===== config.mk =====
export PLATFORM = sky130hd
export DESIGN_NAME = store_aligner
export DESIGN_NICKNAME = d
export VERILOG_FILES = /design/src/rtl/store_aligner_pkg.sv /design/src/rtl/store_lane_gen.sv /design/src/rtl/store_aligner.sv
export SDC_FILE = /design/constraint.sdc
export NUM_CORES = 1
export LEC_CHECK = 0
export BUFFER_PORTS_ARGS = -buffer_cell sky130_fd_sc_hd__buf_2
export CAP_MARGIN = 40
export CORE_MARGIN = 3
export CORE_UTILIZATION = 45
export CTS_CLUSTER_SIZE = 16
export DETAILED_ROUTE_END_ITERATION = 16
export PLACE_DENSITY = 0.65
export SLEW_MARGIN = 20
export SYNTH_ARGS = -nofsm -noshare
export SYNTH_HDL_FRONTEND = slang
export SYNTH_SLANG_ARGS = --single-unit

===== constraint.sdc =====
create_clock -name clk -period 11.57 [get_ports clk]
set_clock_uncertainty 0.1 [all_clocks]
set_input_delay 0 -clock clk [delete_from_list [all_inputs] [get_ports clk]]
set_output_delay 0 -clock clk [all_outputs]
set_load 0.05 [all_outputs]

===== src/rtl/store_aligner_pkg.sv =====
// rtl/store_aligner_pkg.sv - shared types and helpers for the store aligner
package store_aligner_pkg;

  typedef enum logic [1:0] {MSIZE1, MSIZE2, MSIZE4, MSIZE8} msize_t;

  typedef enum logic {BEAT0, BEAT1} beat_state_t;

  typedef struct packed {
    logic [63:0] addr;
    logic [63:0] data;
    msize_t      size;
  } entry_t;

  function automatic logic [3:0] msize_bytes(input msize_t s);
    case (s)
      MSIZE1:  return 4'd1;
      MSIZE2:  return 4'd2;
      MSIZE4:  return 4'd4;
      default: return 4'd8;
    endcase
  endfunction

endpackage


===== src/rtl/store_lane_gen.sv =====
// rtl/store_lane_gen.sv - places right-justified store data into a 2*NB byte lane window
module store_lane_gen
  import store_aligner_pkg::*;
#(
  parameter int NB = 8
) (
  input  logic [$clog2(NB)-1:0] offset,
  input  msize_t                size,
  input  logic [63:0]           data,
  output logic [16*NB-1:0]      wide_data,
  output logic [2*NB-1:0]       wide_strobe
);

  logic [7:0]  byte_mask;
  logic [63:0] data_mask;

  always_comb begin
    byte_mask = 8'h00;
    data_mask = '0;
    case (size)
      MSIZE1:  begin byte_mask = 8'h01; data_mask = 64'h0000_0000_0000_00ff; end
      MSIZE2:  begin byte_mask = 8'h03; data_mask = 64'h0000_0000_0000_ffff; end
      MSIZE4:  begin byte_mask = 8'h0f; data_mask = 64'h0000_0000_ffff_ffff; end
      default: begin byte_mask = 8'hff; data_mask = 64'hffff_ffff_ffff_ffff; end
    endcase
  end

  // Masking first keeps lanes outside the strobe at zero even if the upper data bits are dirty.
  assign wide_data   = {{(16*NB-64){1'b0}}, data & data_mask} << {offset, 3'b000};
  assign wide_strobe = {{(2*NB-8){1'b0}}, byte_mask} << offset;

endmodule


===== src/rtl/store_aligner.sv =====
// rtl/store_aligner.sv - buffers store requests and emits one or two lane-aligned write beats each
module store_aligner
  import store_aligner_pkg::*;
#(
  parameter int DATA_W = 64,
  parameter int ADDR_W = 64,
  parameter int DEPTH  = 2,
  localparam int NB = DATA_W / 8,
  localparam int OW = $clog2(NB),
  localparam int PW = $clog2(DEPTH),
  localparam int CW = PW + 1
) (
  input  logic              clk,
  input  logic              rst_n,
  input  logic              split_en,
  input  logic              in_valid,
  output logic              in_ready,
  input  logic [ADDR_W-1:0] in_addr,
  input  logic [63:0]       in_data,
  input  msize_t            in_size,
  output logic              out_valid,
  input  logic              out_ready,
  output logic [ADDR_W-1:0] out_addr,
  output logic [DATA_W-1:0] out_data,
  output logic [NB-1:0]     out_strobe,
  output logic              out_last,
  output logic              err,
  output logic [CW-1:0]     count
);

  entry_t            mem_q [DEPTH];
  entry_t            mem_d [DEPTH];
  logic [PW-1:0]     wr_ptr_q, wr_ptr_d, rd_ptr_q, rd_ptr_d;
  logic [CW-1:0]     count_q, count_d;
  beat_state_t       state_q, state_d;
  logic              err_q, err_d;
  logic              ready_en_q, ready_en_d;

  entry_t            head;
  logic [OW:0]       in_end, head_end;
  logic              in_cross, head_cross, accept, push, pop, beat_hs;
  logic [16*NB-1:0]  wide_data;
  logic [2*NB-1:0]   wide_strobe;
  logic [ADDR_W-1:0] base_addr;

  assign head       = mem_q[rd_ptr_q];
  assign in_end     = {1'b0, in_addr[OW-1:0]} + (OW+1)'(msize_bytes(in_size));
  assign in_cross   = in_end > (OW+1)'(NB);
  assign head_end   = {1'b0, head.addr[OW-1:0]} + (OW+1)'(msize_bytes(head.size));
  assign head_cross = head_end > (OW+1)'(NB);

  store_lane_gen #(.NB(NB)) u_lane_gen (
    .offset      (head.addr[OW-1:0]),
    .size        (head.size),
    .data        (head.data),
    .wide_data   (wide_data),
    .wide_strobe (wide_strobe)
  );

  // in_ready stays low through reset and the first cycle after release.
  assign in_ready   = ready_en_q && (count_q != CW'(DEPTH));
  assign out_valid  = (count_q != '0);
  assign base_addr  = head.addr[ADDR_W-1:0] & ~ADDR_W'(NB - 1);
  assign out_addr   = (state_q == BEAT1) ? base_addr + ADDR_W'(NB) : base_addr;
  assign out_data   = (state_q == BEAT1) ? wide_data[16*NB-1:DATA_W] : wide_data[DATA_W-1:0];
  assign out_strobe = (state_q == BEAT1) ? wide_strobe[2*NB-1:NB] : wide_strobe[NB-1:0];
  assign out_last   = !head_cross || (state_q == BEAT1);
  assign err        = err_q;
  assign count      = count_q;

  assign accept  = in_valid && in_ready;
  assign push    = accept && !(in_cross && !split_en);
  assign beat_hs = out_valid && out_ready;
  assign pop     = beat_hs && out_last;

  always_comb begin
    mem_d      = mem_q;
    wr_ptr_d   = wr_ptr_q;
    rd_ptr_d   = rd_ptr_q;
    state_d    = state_q;
    ready_en_d = 1'b1;
    err_d      = accept && in_cross && !split_en;
    count_d    = count_q + CW'(push) - CW'(pop);
    if (push) begin
      mem_d[wr_ptr_q] = '{addr: 64'(in_addr), data: in_data, size: in_size};
      wr_ptr_d        = wr_ptr_q + 1'b1;
    end
    if (pop) rd_ptr_d = rd_ptr_q + 1'b1;
    if (beat_hs) state_d = (state_q == BEAT0 && head_cross) ? BEAT1 : BEAT0;
  end

  always_ff @(posedge clk or negedge rst_n) begin
    if (!rst_n) begin
      for (int i = 0; i < DEPTH; i++) mem_q[i] <= '0;
      wr_ptr_q   <= '0;
      rd_ptr_q   <= '0;
      count_q    <= '0;
      state_q    <= BEAT0;
      err_q      <= 1'b0;
      ready_en_q <= 1'b0;
    end else begin
      mem_q      <= mem_d;
      wr_ptr_q   <= wr_ptr_d;
      rd_ptr_q   <= rd_ptr_d;
      count_q    <= count_d;
      state_q    <= state_d;
      err_q      <= err_d;
      ready_en_q <= ready_en_d;
    end
  end

endmodule


Yosys cells after proc, flatten, opt, wreduce, memory -nomap -nowiden
Index checks and enable logic that the tools add are counted.
W data, S select, Z words.
{ "totals": {"register_bits": 267, "inputBits": 135, "out_inout_bits": 142, "elab_cells": 66} }
{ "op_classes": {"addsub": 7, "order_cmp": 5, "eq_ne": 5, "shift": 2, "muxes": 14, "bitwise_logic": 4, "reduce_logical": 17} }
{ "ops": {"columns": ["cell", "count"], "rows": [
  ["$mux W130", 4],
  ["$bwmux W260", 1],
  ["$pmux W64 S3", 1],
  ["$demux W130 S1", 1],
  ["$mux W64", 2],
  ["$shl A64 B6 Y128", 1],
  ["$add A64 B4 Y64 const B", 1],
  ["$and A64 B64 Y64", 1],
  ["$pmux W4 S3", 2],
  ["$pmux W8 S3", 1],
  ["$shl A8 B3 Y16", 1],
  ["$logic_and A1 B1 Y1", 10],
  ["$add A3 B4 Y4", 2],
  ["$gt A4 B4 Y1 const B", 2],
  ["$mux W8", 1],
  ["$eq A2 B1 Y1 const B", 2],
  ["$eq A2 B2 Y1 const B", 2],
  ["$ge A2 B2 Y1 const B", 2],
  ["$logic_not A2 Y1", 2],
  ["$not A1 Y2", 2],
  ["$logic_not A1 Y1", 3],
  ["$add A1 B1 Y1 const B", 2],
  ["$add A2 B1 Y2", 1],
  ["$lt A2 B1 Y1 const B", 1],
  ["6 further kinds", 6]
]} }

Depth between registers and ports, before layout
{ "logic_depth": {"ltp_word": 12, "ltp_mapped": 19, "ltp_nobuf": 14} }

By module
A second synthesis with hierarchy kept.
{ "unflattened": {"hier_cells": 1592, "area_unflattened_um2": 17508.0} }
{ "by_module_without_submodules": {"columns": ["mod", "n_inst", "cells_each", "area_per_inst_um2"], "rows": [
  ["store_aligner", 1, 1149, 14750.4],
  ["store_lane_gen", 1, 443, 2757.6]
]} }

Least setup slack after synthesis
OpenSTA, ideal clock, no wires.
{ "synth_timing": {"path_type": "register -> output", "startpoint": "reg rd_ptr_q", "endpoint": "out out_addr[57]", "t_arrival_ns": 4.051, "required_ns": 11.470, "setup_slack_ns": 7.419, "stages_incl_launch_ff": 17, "cell_sequence": "dfrtp_1 -> buf_6 -> buf_12 -> buf_12 -> buf_12 -> buf_4 -> buf_4 -> buf_2 -> mux2_2 -> ha_1 -> and4_2 -> a22oi_1 -> nand4bb_1 -> clkbuf_1 -> or2_1 -> nor4_1 -> xnor2_1"} }
{ "synth_via": {"elab_chain_len": 6} }
{ "synth_lines": {"columns": ["element", "line_no", "rtl"], "rows": [
  ["from (decl)", "store_aligner.sv:33", "logic [PW-1:0] wr_ptr_q, wr_ptr_d, rd_ptr_q, rd_ptr_d;"],
  ["from (signal assigned)", "store_aligner.sv:104", "rd_ptr_q <= rd_ptr_d;"],
  ["$not A1 Y2 (implied by the code) (*)", "store_aligner.sv:46", "assign head = mem_q[rd_ptr_q];"],
  ["$mux W130 (implied by the code) (*) (3 in a row)", "store_aligner.sv:46", null],
  ["$add A64 B4 Y64", "store_aligner.sv:64", "assign out_addr = (state_q == BEAT1) ? base_addr + ADDR_W'(NB) : base_addr;"],
  ["$mux W64 (*)", "store_aligner.sv:64", null],
  ["to (decl)", "store_aligner.sv:23", "output logic [ADDR_W-1:0] out_addr,"]
]} }
Every way passes the cells marked *; elsewhere a longest branch is shown, timed or not. The select of a mux whose other input is x is not followed.

Worst setup path after layout
{ "layout_timing": {"startpoint": "reg rd_ptr_q", "endpoint": "out out_addr[36]"} }
Same word-level chain as after synthesis.

==> flow_summary.yaml <==
synth:
  yosysSeqAreaShare_pct: 39.6
  netlist_instances: 1561
  synth_top_area_share_pct: 39.6
  syn_area_mm2: 0.0169
  ys_top_cells_by_area: "dfrtp_1, mux2_2, mux2i_1"
  yosys.area.top_type: "dfrtp_1"
  async_flop_share_pct: 100
  ys_warn_count: 0
  synth_cell_type_count: 82
  postSynthAreaPerCell_um2: 10.8
  synth_ff_type: "dfrtp_1"
  yosys_register_bits: 267
  synth_edf_count: 0
  synthTopCellsByCount: "mux2_2, dfrtp_1, nand2_1"
  synth.most_common_cell: "mux2_2"
critical_path:
  rr_worst_depth: 14
  start_kind: "flip-flop"
  r2r_slack_ns: 7.64
  required_ns: 11.47
  path_max_fanout: 76
  crit_type: "flip-flop to output pin"
  r2r-end: "count[1]"
  crit_arrival_ns: 4.86
  timing.rr.start: "rd_ptr_q"
  cp-end-kind: "output pin"
floorplanning:
  initial_core_util_pct: 45.9
  core_area_mm2: 0.0368
  die-area_mm2: 0.0399
  io_pins: 277
  die_w_um: 200
  rows: 70
  die_height_um: 200
clock_tree:
  cts-buffers-inserted: 34
  worstSkewPairLatency_ns: 0.53
  cts_sinks: 267
  postCtsSetupRepairBufs: 0
  cts_tree: "done"
  clkSlewWorstSetupHoldPaths_ns: 0.05
  h-tree-depth: 2
  clockBufferDepth: 3
  cts_root_buf: "clkbuf_16"
routing:
  dr.pass1.iters: 5
  via_per_inst: 5.99
  antenna_left: 0
  finalWirelength_um: 54300
  drc: 0
  drt_iter0_drc: 1043
  wl_per_cell_um: 22.5
  via_count: 14400
timing:
  setup_tns_ns: 0
  drv_slew: 0
  tightest_slew_ns: 0.895
  rsz0062_at_grt: "false"
  clock.fmax_mhz: 202
  period_share_pct: 42.9
  setup_viol: 0
  fin_crit_ns: 4.96
  hold_viol: 0
  maxSlewHeadroom_pct: 40.3
global_route:
  grt_first_pass_wirelength_um: 82500
  antenna_found_initial: 1
  track_usage_pct: 26.6
  grt_pass1_vias: 14300
  grt_max_degree: 115
  overflow: 0
outcome:
  status: "finished, final reports clean"
hold_path:
  timing.hold.worst.class: "input port to async pin"
finish:
  drive_gt1_share_pct: 36.9
  syn2layout_area_growth_pct: 25.0
  finalNetCount: 2064
  post-route-util_pct: 57.3
  fillers: 3171
placed_design:
  io_buffers: 273
  dp_hpwl_um: 38700
  place_congestion: 0.985
flow_run:
  maxCapViolations: 0
-- flip-flops by register name (all words and copies together), names as in the netlist --
| name | count |
|---|---|
| err | 1 |
| count | 2 |
| state_q | 1 |
| wr_ptr_q | 1 |
| rd_ptr_q | 1 |
| mem_q | 260 |
| ready_en_q | 1 |
-- logic make-up after synthesis --
logic type	Yosys count	synth area share [%]
multiplexers	428	28.3
AO/OA/AOI/OAI	296	12.1
buffers and inverters	129	4.03
AND/OR/NAND/NOR	360	11.5
XOR/XNOR	69	3.58
adder cells (fa/ha/maj)	10	0.830
other	2	0.0445
flip-flops	267	39.6
-- layout make-up --
class	count	area [um^2]	area share, %
multi-input combinational	1167	9560	45.3
sequential	267	6690	31.7
timing repair buffer	437	3110	14.7
clock buffer	49	958	4.54
tap	468	586	2.78
clock inverter	8	148	0.700
inverter	12	45.0	0.214
antenna	1	2.50	0.0119
-- metal layers --
| metal | GRT usage, % | up-vias | routed length [um] |
|---|---|---|---|
| met5 | 0 | - | 0 |
| met4 | 8.89 | 0 | 1880 |
| met3 | 4.65 | 102 | 3790 |
| met2 | 44.7 | 614 | 26100 |
| met1 | 35.0 | 7191 | 22500 |
| li1 | - | 6512 | - |
-- how the worst max path moves through the flow --
stage | start | to | depth (start not counted)
after detailed placement | rd_ptr_q | out_addr[36] | 9
after CTS | rd_ptr_q | out_addr[36] | 9
after global placement | rd_ptr_q | out_addr[36] | 9
after floorplan | rd_ptr_q | out_addr[57] | 16
after global routing | rd_ptr_q | out_addr[36] | 10
final | rd_ptr_q | out_addr[36] | 10
-- cells in the final DEF, fill, tap and decap left out, types with 8 or more instances in the layout --
master and n:
clkbuf_1 11, nor2_1 62, buf_2 272, o21ai_0 48
xnor2_1 40, mux2i_1 99, nand3b_1 18, mux2_2 319
dlygate4sd3_1 135, nand2_1 125, ha_1 8, nand4_1 18
o22ai_1 39, inv_1 10, a22oi_1 53, a21oi_1 49
a22o_1 15, nor2b_1 12, clkbuf_16 35, dfrtp_1 265
nand3_1 58, a32o_1 13, xor2_1 29, a32oi_1 9
o211ai_1 22, buf_4 20
-- critical path, stage by stage, from the launching register on --
cell and delay, ns:
dfrtp_4 0.80, buf_4 0.28, buf_16 0.30, buf_4 0.61
nand4_1 0.32, a21oi_2 0.32, nand4_1 0.23, nor4b_1 0.71
a21bo_2 0.31, xor2_1 0.11, buf_2 0.27
-- metrics by stage --
step	instance area, um^2	setup slack [ns]	cells	hold WS [ns]
6_report	21100	6.61	2409	0.0162
5_1_grt	21100	6.25	2409	0.0898
4_1_cts	21000	6.33	2403	0.0590
3_5_place_dp	18500	6.92	2211	0.0360
3_3_place_gp	18400	6.98	2206	0.0104
2_1_floorplan	16900	7.42	1563	-0.396
-- timing repair --
item                      4_1_cts  5_1_grt
hold endpoints to repair      376        0
resized for setup               0        0
hold buffers                  135        0
Power is not shown: default switching activity piles up to over one toggle a cycle in this logic, so the estimate is an artifact.
